[src/rtl/alu_pkg.sv]
// Shared definitions for the ALU issue stage: opcodes, widths and the issue bundle layout.
package alu_pkg;

  localparam int XLEN = 32;
  localparam int NREG = 32;

  localparam logic [6:0] OPC_OP    = 7'b0110011;
  localparam logic [6:0] OPC_OPIMM = 7'b0010011;
  localparam logic [6:0] OPC_LUI   = 7'b0110111;
  localparam logic [6:0] OPC_AUIPC = 7'b0010111;

  typedef struct packed {
    logic [XLEN-1:0] rs1_data;
    logic [XLEN-1:0] rs2_data;
    logic [XLEN-1:0] pc;
    logic [19:0]     u_imm20;
    logic [11:0]     imm12;
    logic [4:0]      rs2;
    logic [6:0]      opcode;
    logic [2:0]      funct3;
    logic            funct1;
    logic [4:0]      rd;
  } issue_bundle_t;

  localparam int BUNDLE_W = $bits(issue_bundle_t);

  function automatic logic opc_legal(input logic [6:0] opc);
    case (opc)
      OPC_OP, OPC_OPIMM, OPC_LUI, OPC_AUIPC: opc_legal = 1'b1;
      default:                               opc_legal = 1'b0;
    endcase
  endfunction

endpackage

[src/rtl/issue_regfile.sv]
// Architectural register file: two async read ports with write-through, one sync write port, x0 fixed at 0.
module issue_regfile
  import alu_pkg::*;
(
  input  logic            clk,
  input  logic            rst_n,
  input  logic [4:0]      ra1,
  input  logic [4:0]      ra2,
  output logic [XLEN-1:0] rd1,
  output logic [XLEN-1:0] rd2,
  input  logic            we,
  input  logic [4:0]      wa,
  input  logic [XLEN-1:0] wd
);

  logic [XLEN-1:0] mem_r [NREG];

  // Storage update; x0 is never written so it always reads back zero.
  always_ff @(posedge clk or negedge rst_n) begin
    if (!rst_n) begin
      for (int i = 0; i < NREG; i++) begin
        mem_r[i] <= {XLEN{1'b0}};
      end
    end else if (we && (wa != 5'd0)) begin
      mem_r[wa] <= wd;
    end else begin
      mem_r <= mem_r;
    end
  end

  // Read port 1 with same-cycle write forwarding.
  always_comb begin
    rd1 = {XLEN{1'b0}};
    if (ra1 == 5'd0) begin
      rd1 = {XLEN{1'b0}};
    end else if (we && (wa == ra1)) begin
      rd1 = wd;
    end else begin
      rd1 = mem_r[ra1];
    end
  end

  // Read port 2 with same-cycle write forwarding.
  always_comb begin
    rd2 = {XLEN{1'b0}};
    if (ra2 == 5'd0) begin
      rd2 = {XLEN{1'b0}};
    end else if (we && (wa == ra2)) begin
      rd2 = wd;
    end else begin
      rd2 = mem_r[ra2];
    end
  end

endmodule

[src/rtl/alu_issue_stage.sv]
// Decode/issue stage: reads operands, tracks pending destinations and holds one bundle for execute.
module alu_issue_stage
  import alu_pkg::*;
(
  input  logic            clk,
  input  logic            rst_n,
  input  logic            in_valid,
  output logic            in_ready,
  input  logic [31:0]     in_instr,
  input  logic [XLEN-1:0] in_pc,
  output logic            out_valid,
  input  logic            out_ready,
  output logic [XLEN-1:0] rs1_data,
  output logic [XLEN-1:0] rs2_data,
  output logic [XLEN-1:0] pc,
  output logic [19:0]     u_imm20,
  output logic [11:0]     imm12,
  output logic [4:0]      rs2,
  output logic [6:0]      opcode,
  output logic [2:0]      funct3,
  output logic            funct1,
  output logic [4:0]      rd,
  output logic            illegal,
  input  logic            wb_en,
  input  logic [4:0]      wb_rd,
  input  logic [XLEN-1:0] wb_data
);

  logic [6:0]      opc_s;
  logic [4:0]      rs1_idx_s, rs2_idx_s, rd_idx_s;
  logic            legal_s, hazard_s, accept_s;
  logic [XLEN-1:0] rf_rd1_s, rf_rd2_s;
  logic [NREG-1:0] sb_r, sb_nxt_s;
  logic            out_valid_r, illegal_r;
  issue_bundle_t   bundle_s, bundle_r;

  assign opc_s     = in_instr[6:0];
  assign rd_idx_s  = in_instr[11:7];
  assign rs1_idx_s = in_instr[19:15];
  assign rs2_idx_s = in_instr[24:20];
  assign legal_s   = opc_legal(opc_s);

  issue_regfile u_regfile (
    .clk   (clk),
    .rst_n (rst_n),
    .ra1   (rs1_idx_s),
    .ra2   (rs2_idx_s),
    .rd1   (rf_rd1_s),
    .rd2   (rf_rd2_s),
    .we    (wb_en),
    .wa    (wb_rd),
    .wd    (wb_data)
  );

  // A register retiring this very cycle no longer blocks its consumer.
  function automatic logic reg_busy(input logic [NREG-1:0] sb, input logic [4:0] r,
                                    input logic we, input logic [4:0] wa);
    reg_busy = sb[r] && !(we && (wa == r));
  endfunction

  // Hazard check; LUI/AUIPC carry immediate bits where rs1 would be, so they never stall.
  always_comb begin
    hazard_s = 1'b0;
    if (opc_s == OPC_OP) begin
      hazard_s = reg_busy(sb_r, rs1_idx_s, wb_en, wb_rd) || reg_busy(sb_r, rs2_idx_s, wb_en, wb_rd);
    end else if (opc_s == OPC_OPIMM) begin
      hazard_s = reg_busy(sb_r, rs1_idx_s, wb_en, wb_rd);
    end else begin
      hazard_s = 1'b0;
    end
  end

  assign in_ready = (!out_valid_r || out_ready) && !hazard_s;
  assign accept_s = in_valid && in_ready;

  // Decode of the incoming word into the bundle that will be registered on accept.
  always_comb begin
    bundle_s          = {BUNDLE_W{1'b0}};
    bundle_s.pc       = in_pc;
    bundle_s.u_imm20  = in_instr[31:12];
    bundle_s.imm12    = in_instr[31:20];
    bundle_s.rs2      = rs2_idx_s;
    bundle_s.opcode   = opc_s;
    bundle_s.funct3   = in_instr[14:12];
    bundle_s.rd       = rd_idx_s;
    if ((opc_s == OPC_LUI) || (opc_s == OPC_AUIPC)) begin
      bundle_s.rs1_data = {XLEN{1'b0}};
    end else begin
      bundle_s.rs1_data = rf_rd1_s;
    end
    if (opc_s == OPC_OP) begin
      bundle_s.rs2_data = rf_rd2_s;
      bundle_s.funct1   = in_instr[30];
    end else if ((opc_s == OPC_OPIMM) && (in_instr[14:12] == 3'b101)) begin
      bundle_s.rs2_data = {XLEN{1'b0}};
      bundle_s.funct1   = in_instr[30];
    end else begin
      bundle_s.rs2_data = {XLEN{1'b0}};
      bundle_s.funct1   = 1'b0;
    end
  end

  // Scoreboard next state: retire first, then mark the new destination so set wins.
  always_comb begin
    sb_nxt_s = sb_r;
    if (wb_en) begin
      sb_nxt_s[wb_rd] = 1'b0;
    end else begin
      sb_nxt_s = sb_r;
    end
    if (accept_s && legal_s && (rd_idx_s != 5'd0)) begin
      sb_nxt_s[rd_idx_s] = 1'b1;
    end else begin
      sb_nxt_s[0] = sb_nxt_s[0];
    end
  end

  // Scoreboard register.
  always_ff @(posedge clk or negedge rst_n) begin
    if (!rst_n) begin
      sb_r <= {NREG{1'b0}};
    end else begin
      sb_r <= sb_nxt_s;
    end
  end

  // Output register: loads on a legal accept, holds while execute is stalled.
  always_ff @(posedge clk or negedge rst_n) begin
    if (!rst_n) begin
      out_valid_r <= 1'b0;
      illegal_r   <= 1'b0;
      bundle_r    <= {BUNDLE_W{1'b0}};
    end else begin
      illegal_r <= accept_s && !legal_s;
      if (accept_s && legal_s) begin
        out_valid_r <= 1'b1;
        bundle_r    <= bundle_s;
      end else if (accept_s || out_ready) begin
        out_valid_r <= 1'b0;
      end else begin
        out_valid_r <= out_valid_r;
      end
    end
  end

  assign out_valid = out_valid_r;
  assign illegal   = illegal_r;
  assign rs1_data  = bundle_r.rs1_data;
  assign rs2_data  = bundle_r.rs2_data;
  assign pc        = bundle_r.pc;
  assign u_imm20   = bundle_r.u_imm20;
  assign imm12     = bundle_r.imm12;
  assign rs2       = bundle_r.rs2;
  assign opcode    = bundle_r.opcode;
  assign funct3    = bundle_r.funct3;
  assign funct1    = bundle_r.funct1;
  assign rd        = bundle_r.rd;

endmodule
[config.mk]
export PLATFORM = sky130hd
export DESIGN_NAME = alu_issue_stage
export DESIGN_NICKNAME = d
export VERILOG_FILES = /design/src/rtl/alu_pkg.sv /design/src/rtl/issue_regfile.sv /design/src/rtl/alu_issue_stage.sv
export SDC_FILE = /design/constraint.sdc
export NUM_CORES = 2
export LEC_CHECK = 0
export ABC_AREA = 0
export BUFFER_PORTS_ARGS = -buffer_cell sky130_fd_sc_hd__buf_2
export CORE_MARGIN = 8
export CORE_UTILIZATION = 67
export DETAILED_ROUTE_END_ITERATION = 7
export GPL_TIMING_DRIVEN = 1
export PLACE_DENSITY = 0.86
export SLEW_MARGIN = 20
export SYNTH_ARGS = -nofsm -noshare
export SYNTH_HDL_FRONTEND = slang
export SYNTH_SLANG_ARGS = --single-unit
export TNS_END_PERCENT = 30
[constraint.sdc]
create_clock -name clk -period 5 [get_ports clk]
set_clock_uncertainty 0.05 [all_clocks]
set_input_delay 0.25 -clock clk [delete_from_list [all_inputs] [get_ports clk]]
set_output_delay 0.25 -clock clk [all_outputs]
set_load 0.01 [all_outputs]
==> impl_metrics.ini <==
[die]
start_util_pct = 67.7
die-height_um = 320
fp.coreArea_um2 = 91700
fp.dieW_um = 320
io_pins = 258
rows = 111
dieArea_um2 = 103000

[worst_setup_path]
cp-start-kind = primary input
crit_chain = dlygate4sd3_1, buf_2, nor3_1, o21ai_0, a32oi_1, a21oi_1, buf_2
cp_num_buf_inv = 3
worst-path-max-fanout = 5
worstPathRequired_ns = 4.70
r2r-end = u_imm20[6]$_DFFE_PN0P_
cpMostUsedCell = buf_2
ff2ff_path_depth = 6
r2r_slack_ns = 1.71
crit_type = primary input to output port
critical_path_arrival_ns = 3.52
r2r_start = sb_r[7]$_DFF_PN0_
crit_family = compound AO/OA/AOI/OAI gates
slowest_delay_ns = 0.83
end_kind = output port
slowest_stage = nor3_1

[pwr]
p_leak_nw = 30.9
p_total_w = 0.0280
pwr_density_cell_nw_per_um2 = 407
max-vdd-ir-drop_mv = 0.321

[logic_synthesis]
synth_ff_type = dfrtp_1
synth_edf_count = 0
ys_seq_elements = 1187
syn_avg_cell_area_um2 = 13.6
syn_nets = 4659
netlist_area_um2 = 62000
yosysMostFrequentCell = dfrtp_1
yosys-top-cells-count = dfrtp_1, mux2_2, mux2i_1
synth_area_leaders = dfrtp_1, mux2_2, mux4_2
synthCells = 4553
ys_seq_area_share_pct = 47.9
ys_warn_count = 0
async_flop_share_pct = 100
synth_cell_type_count = 64
synth.largest_area_cell = dfrtp_1
synth_top_area_share_pct = 47.9

[placement]
dp.final_hpwl_um = 117000
port_buffers = 257
gp_congestion = 0.907
dp_cells = 5608

[layout]
final_util_pct = 75.1
fin_cells = 5906
area_growth_pct = 11.0
nets = 4709
drive_above_1_share_pct = 43.4

[drt]
drc = 10
routed_via_density = 7.76
drt_wl_total_um = 207000
drt-pass1-iter-count = 8
vias = 45900
drt_iter0_markers = 7682
final_antenna_net_count = 0
wl_per_cell_um = 35.1

[sta]
tns_ns = 0
setup_viol = 0
worst_slew_pin_slew_ns = 1.27
fin_crit_sh_pct = 76.3
fin_crit_ns = 3.82
rsz0062_at_grt = no
maxSlewHeadroom_pct = 15.4
max_freq_mhz = 262
maxSlewViolCount = 0
final_hold_viol_count = 0

[min_path]
hp-class = primary input to register
worstHoldStart = wb_data[25]
hold_end = rs2_data[25]$_DFFE_PN0P_
hold_depth = 3

[run_status]
status = finished, violations left
violations = DRC

[clock_tree]
cts_made_buffers = 120
cts_tree = done
clock_path_buffers = 3
htreeDepth = 3
clk_latency_ns = 0.73
cts_sinks = 1187
cts_root_buf = clkbuf_16
clkSlewWorstSetupHoldPaths_ns = 0.06

[global_route]
grt_overflow = 0
track_usage_pct = 39.8
antenna_found_initial = 21
grt_pass1_wl_um = 308000
grt_max_degree = 145
grt_pass1_vias = 47400

[run]
drv_cap = 0
-- registers in the layout (all words and copies together), names as in the netlist --
name             cells
funct1               1
illegal              1
opcode               7
out_valid            1
pc                  32
rd                   5
rs1_data            32
rs2_data            32
sb_r                32
u_imm20             20
u_regfile.mem_r   1024
-- logic make-up (layout without fill, tap and decap cells) --
logic type	Yosys count	count (layout)	synth area share, %
DFF	1187	1187	47.9
xor gates and xnor gates	10	10	0.141
buffers and inverters	551	700	3.85
AOI/OAI and AO/OA	671	671	7.50
other	0	18	0
muxes	1794	1794	38.2
and+or+nand+nor	340	340	2.44
-- area by class of cell --
cell class / instances / area [um2]
Antenna cell: 18 / 45.0
Clock buffer: 165 / 3410
Clock inverter: 56 / 716
Fill cell: 5215 / 22800
Inverter: 43 / 161
Multi-Input combinational cell: 2815 / 30200
Sequential cell: 1187 / 29700
Tap cell: 1186 / 1480
Timing Repair Buffer: 436 / 3150
-- tightest hold or removal path: stages --
cell and delay (ns):
buf_2 0.28, a21oi_1 0.20, o22ai_1 0.07
-- what timing repair did --
action	in CTS	in global routing
hold endpoints to repair	134	0
setup buffers	0	0
gates resized for setup	0	0
setup endpoints to repair	0	0
hold buffers	57	0
-- per-layer routing --
| layer | track usage (%) | share of wire (%) | vias up |
|---|---|---|---|
| li1 | - | - | 17400 |
| met1 | 50.2 | 34 | 23300 |
| met2 | 58.4 | 44 | 4089 |
| met3 | 13.4 | 14 | 1100 |
| met4 | 27.0 | 7.5 | 8 |
| met5 | 0 | 0.027 | - |
-- power by group --
part	internal (W)	total [W]	switching [W]	leakage [nW]
combinational	0.00306	0.00562	0.00256	13.5
sequential	0.0114	0.0129	0.00149	15.3
clock	0.00549	0.00953	0.00404	2.03
-- worst max-delay path by stage --
| stage | start | end | cells after the start |
|---|---|---|---|
| CTS | in_instr[2] | in_ready | 7 |
| global route | in_instr[2] | in_ready | 7 |
| floorplan | in_instr[16] | rs1_data[29]$_DFFE_PN0P_ | 9 |
| global placement | in_instr[18] | pc[15]$_DFFE_PN0P_ | 8 |
| finish | in_instr[2] | in_ready | 7 |
| detailed placement | in_instr[18] | pc[11]$_DFFE_PN0P_ | 8 |
-- layout by cell type (no fill, tap or decap), types with 46 or more instances in the layout --
cell type	count
dlygate4sd3_1	57
dfrtp_1	1187
o221ai_1	71
o21ai_0	168
a22oi_1	72
mux4_2	351
mux2i_1	373
buf_4	102
clkbuf_16	120
a32o_1	46
buf_2	248
nand2_1	207
a21oi_1	112
mux2_2	1038
-- through the flow --
step / hold WS (ns) / instance area, um2 / setup WS (ns)
after detailed placement: 0.304 / 64000 / 1.27
after floorplan: -0.0956 / 62000 / 2.34
final: 0.101 / 68800 / 1.18
after CTS: 0.0549 / 68700 / 1.74
after global routing: 0.114 / 68800 / 1.35
after global placement: 0.305 / 64000 / 1.42
Note: power is estimated with default switching activity, not from simulation.
